**src/rtl/reset_sequencer_if.sv**
```systemverilog
// Signal bundle between the reset sequencer and the blocks it brings out of reset.
// master is the sequencer side; slave is the side of the stage owners and the lock source.
interface reset_sequencer_if #(
  parameter int N_STAGES = 4
);
  localparam int IDX_W = (N_STAGES > 1) ? $clog2(N_STAGES) : 1;

  logic                pll_locked;
  logic [N_STAGES-1:0] stage_ready;
  logic                sw_reset_req;
  logic [N_STAGES-1:0] stage_rst_n;
  logic                seq_done;
  logic                fault;
  logic [IDX_W-1:0]    fault_stage;

  modport master (
    input  pll_locked, stage_ready, sw_reset_req,
    output stage_rst_n, seq_done, fault, fault_stage
  );

  modport slave (
    output pll_locked, stage_ready, sw_reset_req,
    input  stage_rst_n, seq_done, fault, fault_stage
  );
endinterface

```
**src/rtl/reset_sequencer.sv**
```systemverilog
// Releases N_STAGES reset domains in index order once PLL lock has been stable,
// waiting a hold gap and a per-stage ready ack between releases.
module reset_sequencer #(
  parameter int N_STAGES    = 4,
  parameter int LOCK_FILTER = 8,
  parameter int HOLD_CYCLES = 16,
  parameter int ACK_TIMEOUT = 1024
) (
  input  logic               clk,
  input  logic               rst_n,
  reset_sequencer_if.master  bus
);
  localparam int IDX_W = (N_STAGES > 1) ? $clog2(N_STAGES) : 1;
  localparam int MAX_A = (LOCK_FILTER > HOLD_CYCLES) ? LOCK_FILTER : HOLD_CYCLES;
  localparam int MAX_C = (MAX_A > ACK_TIMEOUT) ? MAX_A : ACK_TIMEOUT;
  localparam int CNT_W = $clog2(MAX_C + 1);

  typedef enum logic [2:0] {
    WAIT_LOCK,
    HOLD,
    WAIT_ACK,
    DONE,
    FAULT
  } state_t;

  state_t              r_state;
  logic                r_lock_m;
  logic                r_lock_s;
  logic [CNT_W-1:0]    r_cnt;
  logic [IDX_W-1:0]    r_idx;
  logic [N_STAGES-1:0] r_stage_rst_n;
  logic                r_seq_done;
  logic                r_fault;
  logic [IDX_W-1:0]    r_fault_stage;

  logic w_lock_lost;
  logic w_restart;
  logic w_ack;
  logic w_last;

  // Lock loss only matters once sequencing has begun; FAULT deliberately ignores it.
  assign w_lock_lost = !r_lock_s &&
                       (r_state == HOLD || r_state == WAIT_ACK || r_state == DONE);
  assign w_restart   = bus.sw_reset_req || w_lock_lost;
  assign w_ack       = bus.stage_ready[r_idx];
  assign w_last      = (r_idx == IDX_W'(N_STAGES - 1));

  always_ff @(posedge clk or negedge rst_n) begin
    if (!rst_n) begin
      r_state       <= WAIT_LOCK;
      r_lock_m      <= 1'b0;
      r_lock_s      <= 1'b0;
      r_cnt         <= '0;
      r_idx         <= '0;
      r_stage_rst_n <= '0;
      r_seq_done    <= 1'b0;
      r_fault       <= 1'b0;
      r_fault_stage <= '0;
    end else begin
      r_lock_m <= bus.pll_locked;
      r_lock_s <= r_lock_m;
      if (w_restart) begin
        r_state       <= WAIT_LOCK;
        r_cnt         <= '0;
        r_idx         <= '0;
        r_stage_rst_n <= '0;
        r_seq_done    <= 1'b0;
        if (bus.sw_reset_req) begin
          r_fault       <= 1'b0;
          r_fault_stage <= '0;
        end
      end else begin
        case (r_state)
          WAIT_LOCK: begin
            if (!r_lock_s) begin
              r_cnt <= '0;
            end else if (r_cnt == CNT_W'(LOCK_FILTER - 1)) begin
              r_cnt   <= '0;
              r_state <= HOLD;
            end else begin
              r_cnt <= r_cnt + CNT_W'(1);
            end
          end
          HOLD: begin
            if (r_cnt == CNT_W'(HOLD_CYCLES - 1)) begin
              r_stage_rst_n[r_idx] <= 1'b1;
              r_cnt                <= '0;
              r_state              <= WAIT_ACK;
            end else begin
              r_cnt <= r_cnt + CNT_W'(1);
            end
          end
          WAIT_ACK: begin
            // An ack on the timeout edge still counts as an ack.
            if (w_ack) begin
              r_cnt <= '0;
              if (w_last) begin
                r_seq_done <= 1'b1;
                r_state    <= DONE;
              end else begin
                r_idx   <= r_idx + IDX_W'(1);
                r_state <= HOLD;
              end
            end else if (r_cnt == CNT_W'(ACK_TIMEOUT - 1)) begin
              r_fault       <= 1'b1;
              r_fault_stage <= r_idx;
              r_stage_rst_n <= '0;
              r_cnt         <= '0;
              r_state       <= FAULT;
            end else begin
              r_cnt <= r_cnt + CNT_W'(1);
            end
          end
          DONE: begin
            r_stage_rst_n <= '1;
            r_seq_done    <= 1'b1;
          end
          FAULT: begin
            r_stage_rst_n <= '0;
            r_seq_done    <= 1'b0;
            r_fault       <= 1'b1;
          end
          default: r_state <= WAIT_LOCK;
        endcase
      end
    end
  end

  assign bus.stage_rst_n = r_stage_rst_n;
  assign bus.seq_done    = r_seq_done;
  assign bus.fault       = r_fault;
  assign bus.fault_stage = r_fault_stage;
endmodule

```
**src/flat_wrapper.sv**
```systemverilog
// flat-port wrapper written by rule: the top's interface ports become plain ports
module reset_sequencer_flat 
#(
  parameter int N_STAGES    = 4,
  parameter int LOCK_FILTER = 8,
  parameter int HOLD_CYCLES = 16,
  parameter int ACK_TIMEOUT = 1024
)
  (clk, rst_n, bus_pll_locked, bus_stage_ready, bus_sw_reset_req, bus_stage_rst_n, bus_seq_done, bus_fault, bus_fault_stage);
  reset_sequencer_if #(.N_STAGES(N_STAGES)) bus_i ();
  input  logic clk;
  input  logic rst_n;
  input wire logic [$bits(bus_i.pll_locked)-1:0] bus_pll_locked;
  input wire logic [$bits(bus_i.stage_ready)-1:0] bus_stage_ready;
  input wire logic [$bits(bus_i.sw_reset_req)-1:0] bus_sw_reset_req;
  output wire logic [$bits(bus_i.stage_rst_n)-1:0] bus_stage_rst_n;
  output wire logic [$bits(bus_i.seq_done)-1:0] bus_seq_done;
  output wire logic [$bits(bus_i.fault)-1:0] bus_fault;
  output wire logic [$bits(bus_i.fault_stage)-1:0] bus_fault_stage;
  assign bus_i.pll_locked = bus_pll_locked;
  assign bus_i.stage_ready = bus_stage_ready;
  assign bus_i.sw_reset_req = bus_sw_reset_req;
  assign bus_stage_rst_n = bus_i.stage_rst_n;
  assign bus_seq_done = bus_i.seq_done;
  assign bus_fault = bus_i.fault;
  assign bus_fault_stage = bus_i.fault_stage;
  reset_sequencer #(.N_STAGES(N_STAGES), .LOCK_FILTER(LOCK_FILTER), .HOLD_CYCLES(HOLD_CYCLES), .ACK_TIMEOUT(ACK_TIMEOUT)) u_core (.clk(clk), .rst_n(rst_n), .bus(bus_i));
endmodule
```
**config.mk**
```make
export PLATFORM = sky130hd
export DESIGN_NAME = reset_sequencer_flat
export DESIGN_NICKNAME = d
export VERILOG_FILES = /design/src/rtl/reset_sequencer_if.sv /design/src/rtl/reset_sequencer.sv /design/src/flat_wrapper.sv
export SDC_FILE = /design/constraint.sdc
export NUM_CORES = 1
export LEC_CHECK = 0
export ABC_AREA = 1
export CAP_MARGIN = 20
export CORE_ASPECT_RATIO = 1.75
export CORE_MARGIN = 5
export CORE_UTILIZATION = 51
export CTS_CLUSTER_DIAMETER = 50
export DETAILED_ROUTE_END_ITERATION = 16
export GPL_TIMING_DRIVEN = 1
export PLACE_DENSITY = 0.85
export SYNTH_ARGS = -nofsm -noshare
export SYNTH_HDL_FRONTEND = slang
export SYNTH_SLANG_ARGS = --single-unit
```
**constraint.sdc**
```tcl
create_clock -name clk -period 1.52 [get_ports clk]
set_input_delay 0.304 -clock clk [delete_from_list [all_inputs] [get_ports clk]]
set_output_delay 0.304 -clock clk [all_outputs]
set_load 0.02 [all_outputs]
```
After elaboration in Yosys (flattened, before gate mapping):

Cells that the tools add are included.

* flip-flop bits (word level): 26
* bits in latches: 0
* RAM bits: 0
* ROM bits: 0
* input bits: 8
* output and inout bits: 8
* word-level logic and storage cells: 97
* memories: 0

* $add $sub $neg: 2
* $mul: 0
* divide/modulo/power cells: 0
* $lt $le $gt $ge: 2
* equality and inequality tests: 20
* shifts and indexed selects: 0
* muxes and demuxes: 42
* bitwise gates (word level): 1
* reduce and logical (&&, ||, !) cells: 21

Operators with widths (number)
* $mux W11: 6
* $pmux W11 S3: 1
* $mux W2: 10
* $mux W3: 6
* $mux W4: 4
* $pmux W4 S4: 1
* $ne A3 B1 Y1 const B: 4
* $pmux W3 S4: 1
* $reduce_and A4 Y1: 3
* $add A11 B1 Y11 const B: 1
* $eq A11 B10 Y1 const B: 1
* $eq A11 B3 Y1 const B: 1
* $eq A11 B4 Y1 const B: 1
* $mux W1: 9
* $ne A3 B2 Y1 const B: 3
* $reduce_bool A4 Y1: 2
* $eq A3 B2 Y1 const B: 2
* $ne A2 B1 Y1 const B: 3
* $reduce_and A3 Y1: 2
* $reduce_bool A2 Y1: 3
* $reduce_and A5 Y1: 1
* $reduce_bool A5 Y1: 1
* $ne A4 B2 Y1 const B: 1
* $or A4 B4 Y4: 1
* 17 further kinds: 20

Logic depth before layout (Yosys ltp):

Gate-level depths: netlist of run 1.

* depth after elaboration: 8
* mapped depth: 10
* gate-level depth less buffers: 10

Worst setup path before layout of run 1:

Ideal clock, no wire load.

* kind: reg2reg
* from: register u_core.r_cnt[0]
* to: register u_core.r_stage_rst_n[2], in the netlist u_core.bus.stage_rst_n[2]
* library setup time: 0.120 ns
* data arrival time: 1.367 ns
* required time: 1.400 ns
* setup slack: 0.033 ns
* cell stages (with the launch flop): 11
* path buffers: 0
* clock period less this slack: 1.487 ns
* cells stage by stage: dfrtp_1 -> ha_1 -> nand2_1 -> nor2_4 -> nand3_2 -> clkinv_2 -> nand2_2 -> nand2_1 -> nand3_2 -> o21ai_0 -> nor2_1

* longest elaborated chain between the ends: 3
* elaborated cells on any way between the ends: 5
* classes of those cells: 4 x eq/ne; 1 x reduce/logical

RTL lines
* start, declared: RTL line reset_sequencer.sv:29 `logic [CNT_W-1:0] r_cnt;`
* start signal, assigned: RTL line reset_sequencer.sv:81 `r_cnt <= r_cnt + CNT_W'(1);`
* start signal, assigned: RTL line reset_sequencer.sv:90 `r_cnt <= r_cnt + CNT_W'(1);`
* start signal, assigned: RTL line reset_sequencer.sv:111 `r_cnt <= r_cnt + CNT_W'(1);`
* $eq A11 B10 Y1 or $eq A11 B4 Y1 (tied branches): RTL line reset_sequencer.sv:104, reset_sequencer.sv:85
* $ne A3 B2 Y1 (no source line)
* $reduce_and A4 Y1 (no source line) (*)
* end signal, assigned: RTL line reset_sequencer.sv:107 `r_stage_rst_n <= '0;`
* end signal, assigned: RTL line reset_sequencer.sv:115 `r_stage_rst_n <= '1;`
* end signal, assigned: RTL line reset_sequencer.sv:119 `r_stage_rst_n <= '0;`
* end, declared: RTL line reset_sequencer.sv:31 `logic [N_STAGES-1:0] r_stage_rst_n;`

Mark *: on every way between the ends. The rest lies on a longest branch, timed or not.
A chain may end at the register's enable or synchronous reset.

Final worst setup path of run 1:

* from: register u_core.r_state[0]
* to: register u_core.r_state[1]

* longest elaborated chain between the ends: 7
* elaborated cells on any way between the ends: 18
* classes of those cells: 9 x eq/ne; 2 x mux; 7 x reduce/logical

RTL lines
* start, declared: RTL line reset_sequencer.sv:26 `state_t r_state;`
* start signal, assigned: RTL line reset_sequencer.sv:50 `r_state <= WAIT_LOCK;`
* start signal, assigned: RTL line reset_sequencer.sv:63 `r_state <= WAIT_LOCK;`
* start signal, assigned: RTL line reset_sequencer.sv:79 `r_state <= HOLD;`
* $eq A3 B1 Y1 or $eq A3 B2 Y1 (tied branches): RTL line reset_sequencer.sv:43, reset_sequencer.sv:73
* $logic_or A1 B1 Y1 (2 in series): RTL line reset_sequencer.sv:43 `(r_state == HOLD || r_state == WAIT_ACK || r_state == DONE);`
* $logic_and A1 B1 Y1: RTL line reset_sequencer.sv:42 `assign w_lock_lost = !r_lock_s &&`
* $logic_or A1 B1 Y1: RTL line reset_sequencer.sv:44 `assign w_restart = bus.sw_reset_req || w_lock_lost;`
* $ne A4 B2 Y1 (no source line) (tied with other cells)
* $reduce_and A5 Y1 (no source line)

Several ways; a longest one is shown, not always the timed one.

==> impl_metrics.yaml, run 1 <==
placement:
  placed_cell_area_mm2: 0.00195
  gp_congestion: 0.883
  port_buffers: 15
  dp_hpwl_um: 3040
  dp_cells: 287
  post-place-ws_ps: -228
setup_path:
  cp.arrival_ps: 1850
  crit_fanout: 4
  crit_type: "flip-flop to flip-flop"
  required_ps: 1740
  cpPeakStageDelay_ps: 430
  worstSetupEndpointType: "flip-flop"
  path_cells: "inv_2 > nand3_2 > clkinvlp_4 > nand3_1 > buf_4 > o21ai_0 > nand3_1 > nand2_1"
  slowest_stage: "dfrtp_1"
  cpMostUsedCell: "nand3_1"
  critPathLaunchType: "flip-flop"
floorplan:
  ioPinCount: 16
  fp-row-count: 27
  die_area_mm2: 0.00439
  core-area_mm2: 0.00307
  die_height_um: 84.0
  initial_core_util: 0.519
  die_w_um: 52.3
sta:
  finalClockSkew_ps: 4.42
  hold_viol_final: 0
  worstMarginPinSlew_ps: 334
  fin_setup_tns_ps: -996
  period_needed_ps: 1630
  rsz0062_at_grt: "true"
  slew_violations: 0
  fin_ws_ps: -107
  fmax_ghz: 0.615
  slew_headroom: 0.777
  post-route-period-util: 1.07
  setup_viol: 19
synthesis:
  synth_edf_count: 0
  netlist_top_cells_area: "dfrtp_1, nand3_1, nand2_1"
  seq_area_frac_synth: 0.408
  synth_top_area_share: 0.408
  syn_nets: 221
  syn_area_per_cell_um2: 7.66
  synthDistinctLibCells: 27
  yosysWarnings: 0
  yosysTopAreaCell: "dfrtp_1"
  syn_inst: 208
  ys_async_sr_fraction: 1.00
  syn_area_mm2: 0.00159
  ys.flop_type: "dfrtp_1"
  synth-seq-cells: 26
clocking:
  clkTransAtPathRegs_ps: 90
  ctsRootBufferMaster: "clkbuf_8"
  insertion_delay_ps: 280
  cts_tree: "built"
  cts_buffers: 3
  htreeDepth: 1
  cts.sinks: 26
  clockBufferDepth: 2
detailed_routing:
  wirelength_um: 5270
  ant_nets: 0
  wl_per_cell_um: 17.7
  first_iter_violations: 83
  vias: 1691
  via_per_inst: 5.69
  drcViolationCount: 0
  dr.pass1.iters: 4
layout:
  n_antenna_cell: 0
  final_cell_mix: "nand2_1, buf_4, dfrtp_1"
  instances_no_fill: 297
  drive_above_1_share: 0.358
  final_common_cell: "nand2_1"
  fillers: 188
  num-nets-final: 268
  final_area_mm2: 0.00225
  area_growth_pct: 41.3
job:
  maxCapViolCount: 0
run_status:
  status: "finished, violations left"
  violations: "setup timing"
global_routing:
  grt.overflow.total: 0
  antenna_found_initial: 0
  grt_max_degree: 27
  grt_pass1_vias: 1681
  grt_usage: 0.217
  grt_first_pass_wirelength_um: 7290
power:
  power_density_mw_per_mm2: 618
  pwr-share-comb: 0.072
  ir_drop_v: 0.000662
  p_seq_frac: 0.503
  swShare: 0.215
  p_leak_nw: 1.05
  power.internal_mw: 1.09
  p_sw_mw: 0.299
  p_total_mw: 1.39
  clkPwrFrac: 0.424
hold_path:
  hold_class: "flip-flop to flip-flop"
==> cell families after synthesis <==
logic type	Yosys count	share of synthesized area
fa+ha+maj	5	0.0392
xor+xnor	6	0.0330
simple gates	108	0.333
compound gates	32	0.108
buf+inv	31	0.0793
flops	26	0.408
==> area by class of cell <==
type / instances / area [µm²] / area share
clock buffer: 3 / 41.3 / 0.0183
tap: 43 / 53.8 / 0.0239
clock inverter: 1 / 30.0 / 0.0133
inverter: 29 / 115 / 0.0511
timing repair buffer: 44 / 374 / 0.166
multi-input combinational: 151 / 986 / 0.438
sequential: 26 / 652 / 0.289
==> flip-flops by register name, indices dropped and copies added (netlist names) <==
| signal | count |
|---|---|
| u_core.r_cnt | 11 |
| u_core.bus.stage_rst_n | 4 |
| u_core.r_lock_m | 1 |
| u_core.bus.seq_done | 1 |
| u_core.bus.fault_stage | 2 |
| u_core.r_lock_s | 1 |
| u_core.r_state | 3 |
| u_core.r_idx | 2 |
| u_core.bus.fault | 1 |
==> power by group through the flow <==
stage          combinational (mW)  clock, mW  sequential, mW
6_report                    0.101      0.591           0.700
5_1_grt                     0.109      0.621           0.701
4_1_cts                    0.0905      0.577           0.700
2_1_floorplan              0.0311          0           0.713
3_5_place_dp               0.0881          0           0.713
3_3_place_gp               0.0844          0           0.713
==> layer usage <==
metal / global-route usage / routed length, µm / vias to the layer above
li1: - / - / 765
met1: 0.205 / 1730 / 809
met2: 0.403 / 2840 / 79
met3: 0.0376 / 298 / 38
met4: 0.133 / 392 / 0
met5: 0 / 0 / -
==> worst max-delay path: cells and delay by family, from the launching register on <==
family          cells  cell delay (ps)
buf+inv             3              470
flops               1              430
simple gates        4              460
compound gates      1              190
==> final timing paths <==
kind	to	start	slack, ps	depth (start not counted)
worst max register to register	u_core.r_state[1]	u_core.r_state[0]	-110	8
max in group asynchronous	u_core.r_state[1]	rst_n	830	2
worst min register to register	u_core.r_lock_s	u_core.r_lock_m	380	0
worst max-delay path	u_core.r_state[1]	u_core.r_state[0]	-110	8
min in group asynchronous	u_core.bus.stage_rst_n[0]	rst_n	420	2
worst min-delay path	u_core.r_lock_s	u_core.r_lock_m	380	0
==> metrics by stage <==
step	hold WS [ps]	utilization
3_3_place_gp	335	0.636
3_5_place_dp	361	0.636
2_1_floorplan	8.41	-
5_1_grt	400	0.733
6_report	384	0.733
4_1_cts	382	0.672
==> repair_timing <==
action                                  in CTS  in global routing
pin swaps                                    1                  9
gates resized for setup                     21                 39
buffers inserted                             1                  5
endpoints found under the setup margin      25                 24
endpoints found under the hold margin        0                  0
hold buffers                                 0                  0
==> cell usage after synthesis (2+ instances only) <==
cell,n
o21ai_0,14
ha_1,5
nand2_1,39
xor2_1,5
nand4_1,2
dfrtp_1,26
inv_1,21
a31oi_1,2
inv_2,6
nor2_1,20
nand2_4,2
nand3_1,30
nand3_2,4
a21oi_1,13
nand2_2,7
(Power assumes the default switching activity.)
==> run 2, diff against run 1 <==
Settings changed: ABC_AREA 1 to 0, CORE_UTILIZATION 51 to 50, PLACE_DENSITY 0.85 to 0.79.
Clock period 1.52 ns to 1.4 ns, I/O delays scaled along.
==> run 2 against run 1 <==
  * The run still ends with setup timing left
  * Power is 3.7% higher
  * Die area is 0.28% higher
  * Via count is 4.4% lower
  * Clock power is 11% lower
  * Largest cell class unchanged
  * Highest routed layer unchanged
==> impl_metrics.yaml, run 2 <==
layout:
  largest_reg_flops: 11
  area_growth_pct: 58.2
  final_cell_mix: "buf_4, dfrtp_1, nor2_1"
  num-nets-final: 242
  drive_above_1_share: 0.452
  regMostFlops: "u_core.r_cnt"
  instances_no_fill: 271
  n_antenna_cell: 0
  final_common_cell: "buf_4"
setup_path:
  ff2ff_path_depth: 6
  critPathLaunchType: "flip-flop"
  worstSetupEndpointType: "flip-flop"
  crit_fanout: 6
  required_ps: 1610
  rr_startpoint: "u_core.r_idx[0]"
  crit_type: "flip-flop to flip-flop"
  cp.arrival_ps: 2180
  cp-startpoint: "u_core.r_idx[0]"
synthesis:
  ys.flop_type: "dfrtp_1"
  synth_top_area_share: 0.415
  netlist_top_cells_area: "dfrtp_1, nor2_1, ha_1"
  yosysTopAreaCell: "dfrtp_1"
  yosysWarnings: 0
  seq_area_frac_synth: 0.415
  syn_area_per_cell_um2: 9.86
  synth_edf_count: 0
  syn_inst: 159
  syn_area_mm2: 0.00157
  yosys.cell_count.top_type: "dfrtp_1"
  syn_nets: 172
  synth-seq-cells: 26
  synthDistinctLibCells: 52
  ys_async_sr_fraction: 1.00
  synth_commonest_cells: "dfrtp_1, nor2_1, nand2_1"
power:
  ir_drop_v: 0.000672
  p_leak_nw: 1.15
  power_density_mw_per_mm2: 582
  p_total_mw: 1.44
clocking:
  clockBufferDepth: 2
  insertion_delay_ps: 290
  cts_tree: "built"
  htreeDepth: 1
  cts_buffers: 3
  clkTransAtPathRegs_ps: 100
  ctsRootBufferMaster: "clkbuf_8"
  cts.sinks: 26
detailed_routing:
  wl_met2_um: 3050
  ant_nets: 0
  drcViolationCount: 0
  wirelength_um: 5750
  routed.top_layer: "met4"
  wl_per_cell_um: 21.2
  first_iter_violations: 67
  wl_met1_um: 1980
  wl_met3_um: 258
  dr.pass1.iters: 4
  via_per_inst: 5.97
  vias: 1617
floorplan:
  die_w_um: 52.3
  core-area_mm2: 0.00307
  fp-row-count: 27
  initial_core_util: 0.510
  die_area_mm2: 0.00440
  ioPinCount: 16
  die_height_um: 84.1
sta:
  fin_ws_ps: -569
  fmax_ghz: 0.508
  setup_viol: 24
  period_needed_ps: 1970
  worstMarginPinSlew_ps: 435
  post-route-period-util: 1.41
  finalClockSkew_ps: 7.84
  rsz0062_at_grt: "true"
  hold_viol_final: 0
  slew_violations: 0
  slew_headroom: 0.707
placement:
  dp_hpwl_um: 3350
  dp_cells: 249
  gp_congestion: 0.991
  port_buffers: 15
global_routing:
  grt_max_degree: 27
  antenna_found_initial: 0
  grt_pass1_vias: 1737
  grt_first_pass_wirelength_um: 8120
  grt.overflow.total: 0
  grt_usage: 0.246
run_status:
  status: "finished, violations left"
  violations: "setup timing"
job:
  maxCapViolCount: 0
hold_path:
  hold_class: "input port to async pin"
[run 2: changes by cell type in the layout (fill, tap and decap cells not counted), sizes merged, moves of 8 or more]
cell / previous run / this run
nand3: 35 / 3
buf: 29 / 55
a21oi: 14 / 6
nand2: 48 / 9
inv: 28 / 7
o21ai: 14 / 2
[run 2: metal layers]
| metal | track usage | up-vias |
|---|---|---|
| met4 | 0.198 | 0 |
| met2 | 0.406 | 78 |
| li1 | - | 718 |
| met5 | 0 | - |
| met1 | 0.259 | 789 |
| met3 | 0.0411 | 32 |
[run 2: repair_timing]
item | 4_1_cts | 5_1_grt
hold endpoints to repair | 0 | 0
gates resized for setup | 23 | 36
endpoints found under the setup margin | 32 | 24
buffers inserted | 10 | 8
hold buffers | 0 | 0
pin swaps | 6 | 19
[run 2: cell type report]
class | count | area, µm²
inverter | 7 | 26.3
clock buffer | 4 | 55.1
fill | 186 | 594
timing repair buffer | 70 | 599
sequential | 26 | 654
tap | 43 | 53.8
multi-input combinational | 121 | 1090
[run 2: logic make-up (layout without fill, tap and decap cells)]
group / Yosys count / in the layout / synth area share
AOI/OAI and AO/OA: 36 / 36 / 0.181
DFF: 26 / 26 / 0.415
buffers and inverters: 12 / 81 / 0.0367
and+or+nand+nor: 67 / 67 / 0.242
xor gates and xnor gates: 8 / 8 / 0.0447
muxes: 5 / 5 / 0.0407
adders and majority gates: 5 / 5 / 0.0399
[run 2: stage by stage]
| step | area, µm² | hold WS, ps | setup slack (ps) | util | TNS (ps) |
|---|---|---|---|---|---|
| 6_report | 2480 | 364 | -569 | 0.807 | -10640 |
| 5_1_grt | 2480 | 380 | -651 | 0.807 | -12670 |
| 4_1_cts | 2270 | 379 | -495 | 0.737 | -10110 |
| 3_5_place_dp | 2050 | 358 | -746 | 0.665 | -14580 |
| 3_3_place_gp | 2050 | 337 | -709 | 0.665 | -13740 |
| 2_1_floorplan | 1600 | -15.6 | -415 | - | -6560 |
[run 2: worst max-delay path, stage by stage, from the launching register on]
cell and delay [ps]:
dfrtp_1 390, mux4_2 630, a311oi_2 260, o2111a_2 290, buf_12 130, a21oi_2 40
a31oi_1 150
[run 2: where the power goes]
group / internal (mW) / total [mW] / switching [mW]
sequential: 0.760 / 0.773 / 0.0133
combinational: 0.0733 / 0.142 / 0.0691
clock: 0.253 / 0.528 / 0.275
[run 2: path summary, 6_finish.rpt]
path                       slack, ps                   endpoint
setup / recovery                -570            u_core.r_cnt[2]
hold / removal                   360  u_core.bus.stage_rst_n[3]
setup reg to reg                -570            u_core.r_cnt[2]
hold reg to reg                  380            u_core.r_lock_s
max in group asynchronous        750            u_core.r_cnt[4]
min in group clk                 380            u_core.r_lock_s
